$ cat config.mk
export PLATFORM = sky130hd
export DESIGN_NAME = spy_delay_scheduler
export DESIGN_NICKNAME = d
export VERILOG_FILES = /design/src/rtl/spy_delay_pkg.sv /design/src/rtl/spy_sync2ff.sv /design/src/rtl/spy_delay_scheduler.sv
export SDC_FILE = /design/constraint.sdc
export NUM_CORES = 1
export LEC_CHECK = 0
export ABC_AREA = 1
export CORE_MARGIN = 2
export CORE_UTILIZATION = 48
export CTS_BUF_LIST = sky130_fd_sc_hd__clkbuf_4 sky130_fd_sc_hd__clkbuf_8
export CTS_CLUSTER_SIZE = 14
export DETAILED_ROUTE_END_ITERATION = 10
export GPL_ROUTABILITY_DRIVEN = 0
export HOLD_SLACK_MARGIN = 0.08
export PLACE_DENSITY_LB_ADDON = 0.25
export SLEW_MARGIN = 10
export SYNTH_ARGS = -nofsm -noshare
export SYNTH_HDL_FRONTEND = slang
export SYNTH_SLANG_ARGS = --single-unit
$ cat constraint.sdc
create_clock -name clk -period 3 [get_ports clk]
set_input_delay 0.9 -clock clk [delete_from_list [all_inputs] [get_ports clk]]
set_output_delay 0.9 -clock clk [all_outputs]
set_load 0.01 [all_outputs]
$ cat src/rtl/spy_delay_pkg.sv
// Shared types and constants for the spy delay-path measurement controller.
// The optional averaging mode is selected with the SPY_DELAY_AVG_EN macro.
package spy_delay_pkg;

  localparam int DEF_CNT_W   = 8;
  localparam int DEF_SETTLE  = 4;
  localparam int DEF_TIMEOUT = 200;
  // Widest counter the window compare accepts; narrower counts are zero-extended.
  localparam int MAX_CNT_W   = 16;
  // One bit wider than res_path so idx can step past the last path without wrapping.
  localparam int IDX_W       = 4;

  typedef enum logic [2:0] {
    ST_IDLE,
    ST_SELECT,
    ST_SETTLE,
    ST_MEASURE,
    ST_RECORD,
    ST_FINISH
  } state_e;

  // True when |count - golden| > tol, using a signed difference one bit wider than the operands.
  function automatic logic out_of_window(input logic [MAX_CNT_W-1:0] count,
                                         input logic [MAX_CNT_W-1:0] golden,
                                         input logic [MAX_CNT_W-1:0] tol);
    logic [MAX_CNT_W:0] diff;
    diff = {1'b0, count} - {1'b0, golden};
    if (diff[MAX_CNT_W]) diff = -diff;
    return diff > {1'b0, tol};
  endfunction

endpackage

$ cat src/rtl/spy_sync2ff.sv
// Two-flop synchronizer for the asynchronous path outputs; resets to 0.
module spy_sync2ff #(
  parameter int WIDTH = 1
) (
  input  logic             clk,
  input  logic             rst_n,
  input  logic [WIDTH-1:0] d,
  output logic [WIDTH-1:0] q
);

  logic [WIDTH-1:0] meta_q;
  logic [WIDTH-1:0] sync_q;

  // NOTE: non-blocking assignments so both stages sample the pre-edge values and form a real two-stage chain.
  always_ff @(posedge clk or negedge rst_n) begin
    if (!rst_n) begin
      meta_q <= '0;
      sync_q <= '0;
    end else begin
      meta_q <= d;
      sync_q <= meta_q;
    end
  end

  assign q = sync_q;

endmodule

$ cat src/rtl/spy_delay_scheduler.sv
// Sweeps enabled delay paths: settle, launch a transition, count cycles to the
// synchronized response, and report count/alarm per path. Define SPY_DELAY_AVG_EN for 4-launch averaging.
module spy_delay_scheduler
  import spy_delay_pkg::*;
#(
  parameter int NUM_PATHS = 4,
  parameter int CNT_W     = DEF_CNT_W,
  parameter int SETTLE    = DEF_SETTLE,
  parameter int TIMEOUT   = DEF_TIMEOUT
) (
  input  logic                 clk,
  input  logic                 rst_n,
  input  logic                 start,
  input  logic [NUM_PATHS-1:0] path_mask,
  input  logic [CNT_W-1:0]     golden,
  input  logic [CNT_W-1:0]     tol,
  output logic [NUM_PATHS-1:0] launch,
  input  logic [NUM_PATHS-1:0] path_out,
  output logic                 busy,
  output logic                 res_valid,
  output logic [2:0]           res_path,
  output logic [CNT_W-1:0]     res_count,
  output logic                 res_alarm,
  output logic                 res_timeout,
  output logic                 done
);

  localparam int SET_W = $clog2(SETTLE + 1);
`ifdef SPY_DELAY_AVG_EN
  localparam int SUM_W = CNT_W + 2;
`endif

  state_e               state_q, state_d;
  logic [NUM_PATHS-1:0] mask_q, mask_d;
  logic [NUM_PATHS-1:0] sel_q, sel_d;
  logic [NUM_PATHS-1:0] launch_q, launch_d;
  logic [CNT_W-1:0]     golden_q, golden_d;
  logic [CNT_W-1:0]     tol_q, tol_d;
  logic [CNT_W-1:0]     count_q, count_d;
  logic [IDX_W-1:0]     idx_q, idx_d;
  logic [SET_W-1:0]     settle_q, settle_d;
  logic                 base_q, base_d;
  logic                 busy_q, busy_d;
  logic                 done_q, done_d;
  logic                 res_valid_q, res_valid_d;
  logic [2:0]           res_path_q, res_path_d;
  logic [CNT_W-1:0]     res_count_q, res_count_d;
  logic                 res_alarm_q, res_alarm_d;
  logic                 res_timeout_q, res_timeout_d;
`ifdef SPY_DELAY_AVG_EN
  logic [1:0]           rep_q, rep_d;
  logic [SUM_W-1:0]     sum_q, sum_d;
  logic [SUM_W-1:0]     avg_sum;
`endif

  logic [NUM_PATHS-1:0] sync_q;
  logic                 path_bit;
  logic                 found;
  logic [IDX_W-1:0]     found_idx;
  logic [NUM_PATHS-1:0] found_oh;
  logic                 meas_done;
  logic                 rec_en;
  logic                 rec_to;
  logic [CNT_W-1:0]     rec_cnt;

  spy_sync2ff #(.WIDTH(NUM_PATHS)) u_sync (
    .clk   (clk),
    .rst_n (rst_n),
    .d     (path_out),
    .q     (sync_q)
  );

  assign path_bit = |(sync_q & sel_q);

  // Lowest enabled path at or above idx; the downward loop leaves the lowest hit last.
  always_comb begin
    found     = 1'b0;
    found_idx = '0;
    found_oh  = '0;
    for (int i = NUM_PATHS - 1; i >= 0; i--) begin
      if (mask_q[i] && (i >= int'(idx_q))) begin
        found       = 1'b1;
        found_idx   = IDX_W'(i);
        found_oh    = '0;
        found_oh[i] = 1'b1;
      end
    end
  end

  // NOTE: every variable gets its default before the case so no path through the block leaves one unassigned (no latches).
  always_comb begin
    state_d       = state_q;
    mask_d        = mask_q;
    sel_d         = sel_q;
    launch_d      = launch_q;
    golden_d      = golden_q;
    tol_d         = tol_q;
    count_d       = count_q;
    idx_d         = idx_q;
    settle_d      = settle_q;
    base_d        = base_q;
    busy_d        = busy_q;
    done_d        = 1'b0;
    res_valid_d   = 1'b0;
    res_path_d    = res_path_q;
    res_count_d   = res_count_q;
    res_alarm_d   = res_alarm_q;
    res_timeout_d = res_timeout_q;
    meas_done     = 1'b0;
    rec_en        = 1'b0;
    rec_to        = 1'b0;
    rec_cnt       = count_q;
`ifdef SPY_DELAY_AVG_EN
    rep_d         = rep_q;
    sum_d         = sum_q;
    avg_sum       = sum_q + SUM_W'(count_q);
`endif

    case (state_q)
      ST_IDLE: begin
        if (start) begin
          mask_d   = path_mask;
          golden_d = golden;
          tol_d    = tol;
          idx_d    = '0;
          busy_d   = 1'b1;
          state_d  = ST_SELECT;
        end
      end

      ST_SELECT: begin
        if (found) begin
          idx_d    = found_idx;
          sel_d    = found_oh;
          settle_d = '0;
`ifdef SPY_DELAY_AVG_EN
          rep_d    = '0;
          sum_d    = '0;
`endif
          state_d  = ST_SETTLE;
        end else begin
          done_d  = 1'b1;
          state_d = ST_FINISH;
        end
      end

      ST_SETTLE: begin
        if (settle_q == SET_W'(SETTLE - 1)) begin
          base_d   = path_bit;
          launch_d = launch_q ^ sel_q;
          count_d  = '0;
          state_d  = ST_MEASURE;
        end else begin
          settle_d = settle_q + 1'b1;
        end
      end

      ST_MEASURE: begin
        if (path_bit != base_q) begin
          meas_done = 1'b1;
        end else if (count_q == CNT_W'(TIMEOUT - 1)) begin
          meas_done = 1'b1;
          rec_to    = 1'b1;
        end else begin
          count_d = count_q + 1'b1;
        end

        if (meas_done) begin
`ifdef SPY_DELAY_AVG_EN
          if (!rec_to && (rep_q != 2'd3)) begin
            sum_d    = avg_sum;
            rep_d    = rep_q + 1'b1;
            settle_d = '0;
            state_d  = ST_SETTLE;
          end else begin
            rec_cnt = avg_sum[SUM_W-1:2];
            rec_en  = 1'b1;
          end
`else
          rec_en = 1'b1;
`endif
        end
      end

      ST_RECORD: begin
        idx_d   = idx_q + 1'b1;
        state_d = ST_SELECT;
      end

      ST_FINISH: begin
        busy_d  = 1'b0;
        state_d = ST_IDLE;
      end

      default: state_d = ST_IDLE;
    endcase

    // Result registers load on entry to RECORD so res_valid is high during that state.
    if (rec_en) begin
      res_valid_d   = 1'b1;
      res_path_d    = idx_q[2:0];
      res_timeout_d = rec_to;
      res_count_d   = rec_to ? CNT_W'(TIMEOUT) : rec_cnt;
      res_alarm_d   = rec_to | out_of_window(MAX_CNT_W'(rec_cnt), MAX_CNT_W'(golden_q),
                                             MAX_CNT_W'(tol_q));
      state_d       = ST_RECORD;
    end
  end

  always_ff @(posedge clk or negedge rst_n) begin
    if (!rst_n) begin
      state_q       <= ST_IDLE;
      mask_q        <= '0;
      sel_q         <= '0;
      launch_q      <= '0;
      golden_q      <= '0;
      tol_q         <= '0;
      count_q       <= '0;
      idx_q         <= '0;
      settle_q      <= '0;
      base_q        <= 1'b0;
      busy_q        <= 1'b0;
      done_q        <= 1'b0;
      res_valid_q   <= 1'b0;
      res_path_q    <= '0;
      res_count_q   <= '0;
      res_alarm_q   <= 1'b0;
      res_timeout_q <= 1'b0;
`ifdef SPY_DELAY_AVG_EN
      rep_q         <= '0;
      sum_q         <= '0;
`endif
    end else begin
      state_q       <= state_d;
      mask_q        <= mask_d;
      sel_q         <= sel_d;
      launch_q      <= launch_d;
      golden_q      <= golden_d;
      tol_q         <= tol_d;
      count_q       <= count_d;
      idx_q         <= idx_d;
      settle_q      <= settle_d;
      base_q        <= base_d;
      busy_q        <= busy_d;
      done_q        <= done_d;
      res_valid_q   <= res_valid_d;
      res_path_q    <= res_path_d;
      res_count_q   <= res_count_d;
      res_alarm_q   <= res_alarm_d;
      res_timeout_q <= res_timeout_d;
`ifdef SPY_DELAY_AVG_EN
      rep_q         <= rep_d;
      sum_q         <= sum_d;
`endif
    end
  end

  assign launch      = launch_q;
  assign busy        = busy_q;
  assign done        = done_q;
  assign res_valid   = res_valid_q;
  assign res_path    = res_path_q;
  assign res_count   = res_count_q;
  assign res_alarm   = res_alarm_q;
  assign res_timeout = res_timeout_q;

endmodule

# After elaboration in Yosys (flattened, before gate mapping)
# Cells that the tools add are included.
# W data, S select, Z words.
[word_totals]
mem_bits_ro = 0
mem_count = 0
mem_bits_rw = 0
register_bits = 71
wordCells = 109
input_bits = 27
latch_bits = 0
output_inout_bits = 20
[op_classes]
div = 0
reduce_logical = 18
magnitude_cmp = 5
n_eq_ne = 17
bitwise = 3
mul = 0
mux = 42
add_sub_neg = 5
shift = 0
[ops]
columns = ["operator", "count"]
rows = [
  ["$mux W4", 9],
  ["$mux W17", 2],
  ["$mux W8", 4],
  ["$mux W3", 6],
  ["$gt A17 B8 Y1", 1],
  ["$neg A17 Y17", 1],
  ["$pmux W8 S2", 1],
  ["$mux W1", 15],
  ["$pmux W3 S5", 1],
  ["$ne A2 B2 Y1 const B", 7],
  ["$pmux W4 S3", 1],
  ["$eq A3 B2 Y1 const B", 3],
  ["$reduce_and A3 Y1", 3],
  ["$sub A8 B8 Y9", 1],
  ["$add A8 B1 Y8 const B", 1],
  ["$eq A8 B8 Y1 const B", 1],
  ["$ge A1 B4 Y1 const A", 2],
  ["$ge A2 B4 Y1 const A", 2],
  ["$reduce_and A2 Y1", 4],
  ["$eq A3 B3 Y1 const B", 2],
  ["$ne A3 B3 Y1 const B", 2],
  ["$pmux W3 S2", 1],
  ["$reduce_bool A2 Y1", 3],
  ["$add A4 B1 Y4 const B", 1],
  ["other kinds (13)", 16],
]

# Longest topological paths before layout
[depth]
ltp_word = 10
mapped_depth = 24
depth_no_buf = 24

# Cells and area by module
# A second synthesis with hierarchy kept.
[unflattened]
hier_cells = 455
hier_area_um2 = 3853.7
[by_module_without_submodules]
columns = ["module", "cells_each", "area_each_um2", "seq_area_each_um2", "instances"]
rows = [
  ["spy_delay_scheduler", 447, 3653.5, 1576.5, 1],
  ["spy_sync2ff", 8, 200.2, 200.2, 1],
]

# Worst setup path before layout
# Ideal clock, no wire load.
[synth_path]
path_type = "register -> register"
start = "register count_q[0]"
end = "register res_alarm_q, in the netlist res_alarm"
arrival_time_ns = 2.643
period_less_slack_ns = 2.760
required_ns = 2.883
stages_incl_launch_ff = 24
setup_slack_ns = 0.240
setup_ns = 0.117
n_path_buf = 0
path_cell_list = "dfrtp_1 -> inv_1 -> ha_1 -> inv_1 -> fa_1 -> nand2_1 -> nand2_1 -> nand4_1 -> o211ai_1 -> a21oi_1 -> xor2_1 -> ha_1 -> nand2_1 -> nor2_1 -> nand2_1 -> nand3_1 -> nand2_1 -> nand2_1 -> nand2_1 -> nand2_1 -> nand2_1 -> nand2_1 -> nor2_1 -> nor2_1"
[synth_via]
elab_chain_cells = 6
word_cells_on_any_way = 14
classes_between = "add/sub: 2; order compare: 1; eq/ne: 1; mux: 9; bitwise: 1"
[synth_rtl]
columns = ["item", "line", "rtl"]
rows = [
  ["from (decl)", "spy_delay_scheduler.sv:39", "logic [CNT_W-1:0] count_q, count_d;"],
  ["from (signal assigned)", "spy_delay_scheduler.sv:240", "count_q <= count_d;"],
  ["$sub A8 B8 Y9 / $eq A8 B8 Y1 (equally long branches)", "spy_delay_pkg.sv:27, spy_delay_scheduler.sv:161", ""],
  ["$neg A17 Y17 / $mux W1 (equally long branches)", "spy_delay_pkg.sv:28, spy_delay_scheduler.sv:161", ""],
  ["$mux W17 / $mux W1 (equally long branches)", "spy_delay_pkg.sv:28, spy_delay_scheduler.sv:159", ""],
  ["$mux W17 / $mux W1 (equally long branches)", "spy_delay_scheduler.sv:199, spy_delay_scheduler.sv:119", ""],
  ["$gt A17 B8 Y1 / $mux W1 (equally long branches)", "spy_delay_pkg.sv:29, spy_delay_scheduler.sv:168", ""],
  ["$or A1 B1 Y1 / $mux W1 (equally long branches)", "spy_delay_scheduler.sv:204, spy_delay_scheduler.sv:119", ""],
  ["to (signal assigned)", "spy_delay_scheduler.sv:249", "res_alarm_q <= res_alarm_d;"],
  ["to (decl)", "spy_delay_scheduler.sv:48", "logic res_alarm_q, res_alarm_d;"],
]
# Several ways; a longest one is shown, not always the timed one. The select of a mux whose other input is x is not followed.
# A chain may end at the register's enable or synchronous reset.

# Worst setup path after layout
# Ends and elaborated chain as after synthesis.

==> out/qor.yml <==
p_leak_nw: 2.419
peakVddDrop_mv: 0.2798
fin_crit_sh: 1.007
cts_tree: "yes"
hold_viol: 0
dp_slack_ps: -92.09
violations: "negative setup slack"
antenna_found_initial: 0
cts_sinks: 71
rsz0062_at_grt: "yes"
avgSynthCellArea_um2: 8.577
grtUsageTotal: 0.2015
final_util: 0.6250
grt_max_degree: 72
final_net_count: 561
worstHoldStart: "u_sync.meta_q[1]$_DFF_PN0_"
layout-drive-gt1-share: 0.1576
die_x_um: 93.47
ctsLongestPathBuffers: 2
ios: 47
synth_cell_type_count: 36
die_area_um2: 8737
wl_per_cell_um: 13.48
vias: 3133
r2r_slack_ps: -20
clock_latency_ps: 350
arrival_ps: 3300
core_region_area_um2: 7727
synth_warnings: 0
via_per_inst: 5.086
wl_mm: 8.303
ys_seq_area_frac: 0.4624
path_clk_slew_ps: 70
syn_nets: 499
fin_worst_skew_ps: 10.36
synthCells: 448
max-cap-violations: 0
final_common_cell: "nand2_1"
htreeDepth: 3
final.setup.worst_slack_ps: -20.99
status: "complete, but fails checks"
num_rows: 32
ys_seq_elements: 71
grt_first_pass_wirelength_mm: 13.66
finalSetupViolations: 1
first_pass_iters: 4
io_buffers: 46
grt_pass1_vias: 3126
min_to: "u_sync.q[1]$_DFF_PN0_"
period_needed_ps: 3021
final_max_slew_viol_count: 0
power_mw: 1.979
antenna_cells: 0
worstHoldPathType: "register to register"
crit_type: "register to register"
tightestPinTransition_ps: 515.6
final_cell_mix: "nand2_1, dfrtp_1, inv_1"
clockRootBuffer: "clkbuf_8"
overflow: 0
die_h_um: 93.47
numPlacedInstances: 595
crit_required_ps: 3280
max_freq_mhz: 331.0
regToRegStartpoint: "count_q[0]$_DFFE_PN0P_"
first_iter_violations: 140
crit_path_start_kind: "register"
drc: 0
rr_endpoint: "res_alarm$_DFFE_PN0P_"
detailed_place_hpwl_mm: 5.824
syn_to_final_growth_pct: 25.69
slew_headroom: 0.6559
syn_area_um2: 3842
synth_edf_count: 0
setup_tns_ps: -20.99
whs_path_depth: 0
start_util: 0.4972
antenna_left: 0
cts_hold_buffers: 0
synth-main-ff-cell: "dfrtp_1"
synthArstFlopShare: 1.000
worstPathMaxFanout: 6
cts-buffers-inserted: 9
cp-end-kind: "register"
final_cells: 616
power.density_nw_per_um2: 409.7
reg2reg_depth: 24
## through the flow
stage,area [µm²],hold slack [ps]
after global placement,4427,333.9
final,4830,352.1
after global routing,4830,361.5
after detailed placement,4427,337.0
after floorplan,3842,331.2
after CTS,4700,354.0
## cells by family (layout without fill, tap and decap cells)
logic type / Yosys count / in the layout / synth area share
AOI/OAI and AO/OA: 61 / 61 / 0.09606
xor gates and xnor gates: 16 / 16 / 0.03647
adders and majority gates: 24 / 24 / 0.08011
buffers and inverters: 82 / 148 / 0.08564
DFF: 71 / 71 / 0.4624
muxes: 6 / 6 / 0.01758
and+or+nand+nor: 188 / 188 / 0.2218
## flip-flops by register name, indices dropped and copies added (netlist names), 3 cells and up
name           count
settle_q           3
golden_q           8
count_q            8
sel_q              4
res_count          8
mask_q             4
idx_q              4
tol_q              8
u_sync.q           4
res_path           3
state_q            3
u_sync.meta_q      4
launch             4
## metal layers
layer / track usage / wire [µm] / vias to the layer above
met4: 0.1042 / 272 / 0
met5: 0 / 0 / -
met1: 0.2379 / 3466 / 1472
met2: 0.3441 / 4213 / 88
met3: 0.04351 / 351 / 25
li1: - / - / 1548
## layout make-up
type,instances,area [µm²]
sequential,71,1777
clock inverter,3,90.09
inverter,78,297.8
timing repair buffer,55,535.5
multi-input combinational,295,1843
clock buffer,12,158.9
fill,664,2898
tap,102,127.6
## worst max path at each step
| stage | startpoint | endpoint | slack (ps) | depth (start not counted) |
|---|---|---|---|---|
| floorplan | count_q[0]$_DFFE_PN0P_ | res_alarm$_DFFE_PN0P_ | 240 | 23 |
| global placement | count_q[0]$_DFFE_PN0P_ | res_alarm$_DFFE_PN0P_ | 70 | 23 |
| detailed placement | count_q[0]$_DFFE_PN0P_ | res_alarm$_DFFE_PN0P_ | -90 | 23 |
| CTS | count_q[0]$_DFFE_PN0P_ | res_alarm$_DFFE_PN0P_ | 7 | 24 |
| global route | count_q[0]$_DFFE_PN0P_ | res_alarm$_DFFE_PN0P_ | -290 | 24 |
| finish | count_q[0]$_DFFE_PN0P_ | res_alarm$_DFFE_PN0P_ | -20 | 24 |
## synthesized netlist by cell type (3+ instances only)
| master | number | share of area |
|---|---|---|
| ha_1 | 23 | 0.075 |
| inv_2 | 4 | 0.0039 |
| nand3_1 | 24 | 0.031 |
| dfrtp_1 | 71 | 0.46 |
| nand2_1 | 86 | 0.084 |
| nand3_2 | 3 | 0.0078 |
| o21ai_0 | 17 | 0.022 |
| xnor2_1 | 5 | 0.011 |
| nor2_2 | 3 | 0.0049 |
| a21oi_1 | 22 | 0.029 |
| nor2_1 | 49 | 0.048 |
| o21ai_2 | 7 | 0.016 |
| o22ai_1 | 5 | 0.0081 |
| nor3_1 | 4 | 0.0052 |
| nand2_2 | 5 | 0.0081 |
| xor2_1 | 11 | 0.025 |
| mux2_2 | 6 | 0.018 |
| inv_1 | 72 | 0.070 |
| o21ai_1 | 4 | 0.0052 |
| nand4_1 | 6 | 0.0098 |
## repair_timing
| item | 4_1_cts | 5_1_grt |
|---|---|---|
| gates resized for setup | 4 | 23 |
| setup buffers | 2 | 4 |
| hold endpoints to repair | 0 | 0 |
| endpoints found under the setup margin | 1 | 1 |
| pin swaps | 3 | 13 |
## worst max-delay path, cell delays in order, from the launching register on
cell,delay [ps]
dfrtp_1,400
inv_2,80
ha_4,130
inv_4,40
fa_2,390
nand2_2,90
nand2_2,70
nand4_1,70
o211ai_1,210
nor2_1,230
xnor2_1,160
inv_1,100
ha_4,290
nand2_4,50
nor2_4,110
nand2_1,60
nand3_1,60
nand2_1,60
nand2_1,50
nand2_1,40
nand2_1,50
nand2_1,40
nand2_1,50
nor2_1,40
nor2_1,90
## report_power, final
group	total [mW]	switching (mW)	internal, mW	leakage (nW)
clock	0.961	0.358	0.603	0.126
combinational	0.0547	0.0232	0.0315	1.44
sequential	0.963	0.00147	0.962	0.849
No activity file was read; power rests on OpenSTA's default activity.
==> variant, RTL diff (same flow settings) <==
Re-encode `state_e` (6 states) as one-hot, 6 bits wide.
--- a/src/rtl/spy_delay_pkg.sv
+++ b/src/rtl/spy_delay_pkg.sv
@@ -12,9 +12,9 @@
 
-  typedef enum logic [2:0] {
-    ST_IDLE,
-    ST_SELECT,
-    ST_SETTLE,
-    ST_MEASURE,
-    ST_RECORD,
-    ST_FINISH
+  typedef enum logic [5:0] {
+    ST_IDLE    = 6'b000001,
+    ST_SELECT  = 6'b000010,
+    ST_SETTLE  = 6'b000100,
+    ST_MEASURE = 6'b001000,
+    ST_RECORD  = 6'b010000,
+    ST_FINISH  = 6'b100000
   } state_e;
Function: no difference found for any inputs over 10 cycles, from zero or initial values and one cycle with rst_n low; not proved beyond that.
==> variant against the unedited design <==
  * Utilization is 0.064 points lower
  * Sequential cell count is 3 higher
  * Area after synthesis is 0.88% higher
  * Clock skew is 0.00094 ns higher
  * Setup slack better by 0.14 ns
  * Final area is 0.41% higher
  * Routed wire length is 1.8% higher
  * Highest routed layer unchanged
Power is not compared: it rests on default switching activity, and its combinational part moved more than twofold at a synthesized area within 25%.
==> variant: results (changes against the unedited design) <==
Outcome
  – Outcome: finished, final reports clean

Setup path
  – Family with the most delay on the worst path: adder cells
  – R2R setup slack: 0.12 ns (+0.14 ns)
  – Path depth of the worst reg2reg path: 21 (-13%)
  – Crit-path max cell delay: 0.52 ns (+0.12 ns)
  – Worst path slowest cell: fa_2
  – Critical path data arrival time: 3.13 ns (-0.17 ns)
  – Worst Path Max Fanout: 3 (-3)

Floorplanning
  – Die area: 8810 um^2 (+0.85%)

Synth
  – Seq/Total Area, Yosys: 47.8% (+1.6 points)
  – Ys Warns: 0 (unchanged)
  – Synth cell count leaders: nand2_1, dfrtp_1, inv_1
  – Mapped Nets: 515 (+3.2%)
  – Synth unique cells: 35 (-2.8%)
  – Dominant cells by area after synthesis: dfrtp_1, nand2_1, ha_1

Min path
  – Worst hold start: u_sync.meta_q[2]
  – Hold Path Sink: u_sync.q[2]

Global routing
  – First-pass GRT wire length: 14200 um (+3.6%)
  – Largest net degree at the start of global routing: 75 (+4.2%)
  – Vias in the first global route: 3106 (-0.64%)
  – GRT Total Usage: 20.3% (+0.17 points)

Placement
  – Setup WS pre-CTS: -0.0155 ns (+0.0766 ns)
  – DP Wirelength: 5990 um (+2.9%)

Clocking
  – Cts bufs inserted: 9 (unchanged)
  – CTS max path bufs: 2 (unchanged)

Route
  – Initial detailed-routing violation count: 153 (+9.3%)
  – Via count: 3207 (+2.4%)
  – Total routed wirelength: 8450 um (+1.8%)

Layout
  – Filler instances: 657 (-1.1%)
  – ANT cells: 0 (unchanged)
  – Nets@finish: 575 (+2.5%)

Timing
  – Clock skew: 0.0113 ns (+0.000941 ns)
  – Hold Slack: 0.354 ns (+0.00197 ns)
  – Worst slew margin: 66.4% (+0.84 points)
==> variant: how the worst max path moves through the flow <==
stage	endpoint	slack (ns)
4_1_cts	res_alarm	0.03
6_report	res_alarm	0.12
5_1_grt	res_alarm	-0.04
3_3_place_gp	res_alarm	0.13
2_1_floorplan	res_alarm	0.17
3_5_place_dp	res_alarm	-0.02
==> variant: cell type report <==
class                           instances  area [um^2]  area share [%]
Sequential cell                        74         1850            38.2
Multi-Input combinational cell        310         1810            37.3
Timing Repair Buffer                   56          547            11.3
Inverter                               73          277            5.70
Clock buffer                           11          151            3.12
Tap cell                              102          128            2.63
Clock inverter                          5         85.1            1.75
==> variant: logic make-up after synthesis <==
group | share of synthesized area [%]
AND/OR/NAND/NOR | 23.6
buffers and inverters | 8.26
XOR/XNOR | 3.84
AO/OA/AOI/OAI | 8.52
adder cells (fa/ha/maj) | 7.94
flip-flops | 47.8
==> variant: what timing repair did <==
item,4_1_cts,5_1_grt
pin swaps,0,14
gates resized for setup,1,29
setup buffers,1,3
setup endpoints to repair,1,1
==> variant: stage by stage <==
stage	instance area (um^2)	TNS, ns	instances
after floorplan	3880	0	464
after global placement	4470	0	611
after detailed placement	4470	-0.0155	611
after CTS	4720	0	628
after global routing	4850	-0.0448	631
final	4850	0	631
==> variant: power breakdown <==
part | switching [W] | internal (W) | total (W)
logic | 0.00123 | 0.000806 | 0.00204
clock network | 0.000391 | 0.000518 | 0.000909
registers | 0.000113 | 0.00122 | 0.00134
==> variant: routing by layer <==
| metal | vias up | share of wire [%] | global-route usage (%) |
|---|---|---|---|
| li1 | 1599 | - | - |
| met1 | 1539 | 49 | 28.2 |
| met2 | 59 | 46 | 31.8 |
| met3 | 10 | 3.9 | 3.37 |
| met4 | 0 | 1.4 | 8.09 |
| met5 | - | 0 | 0 |
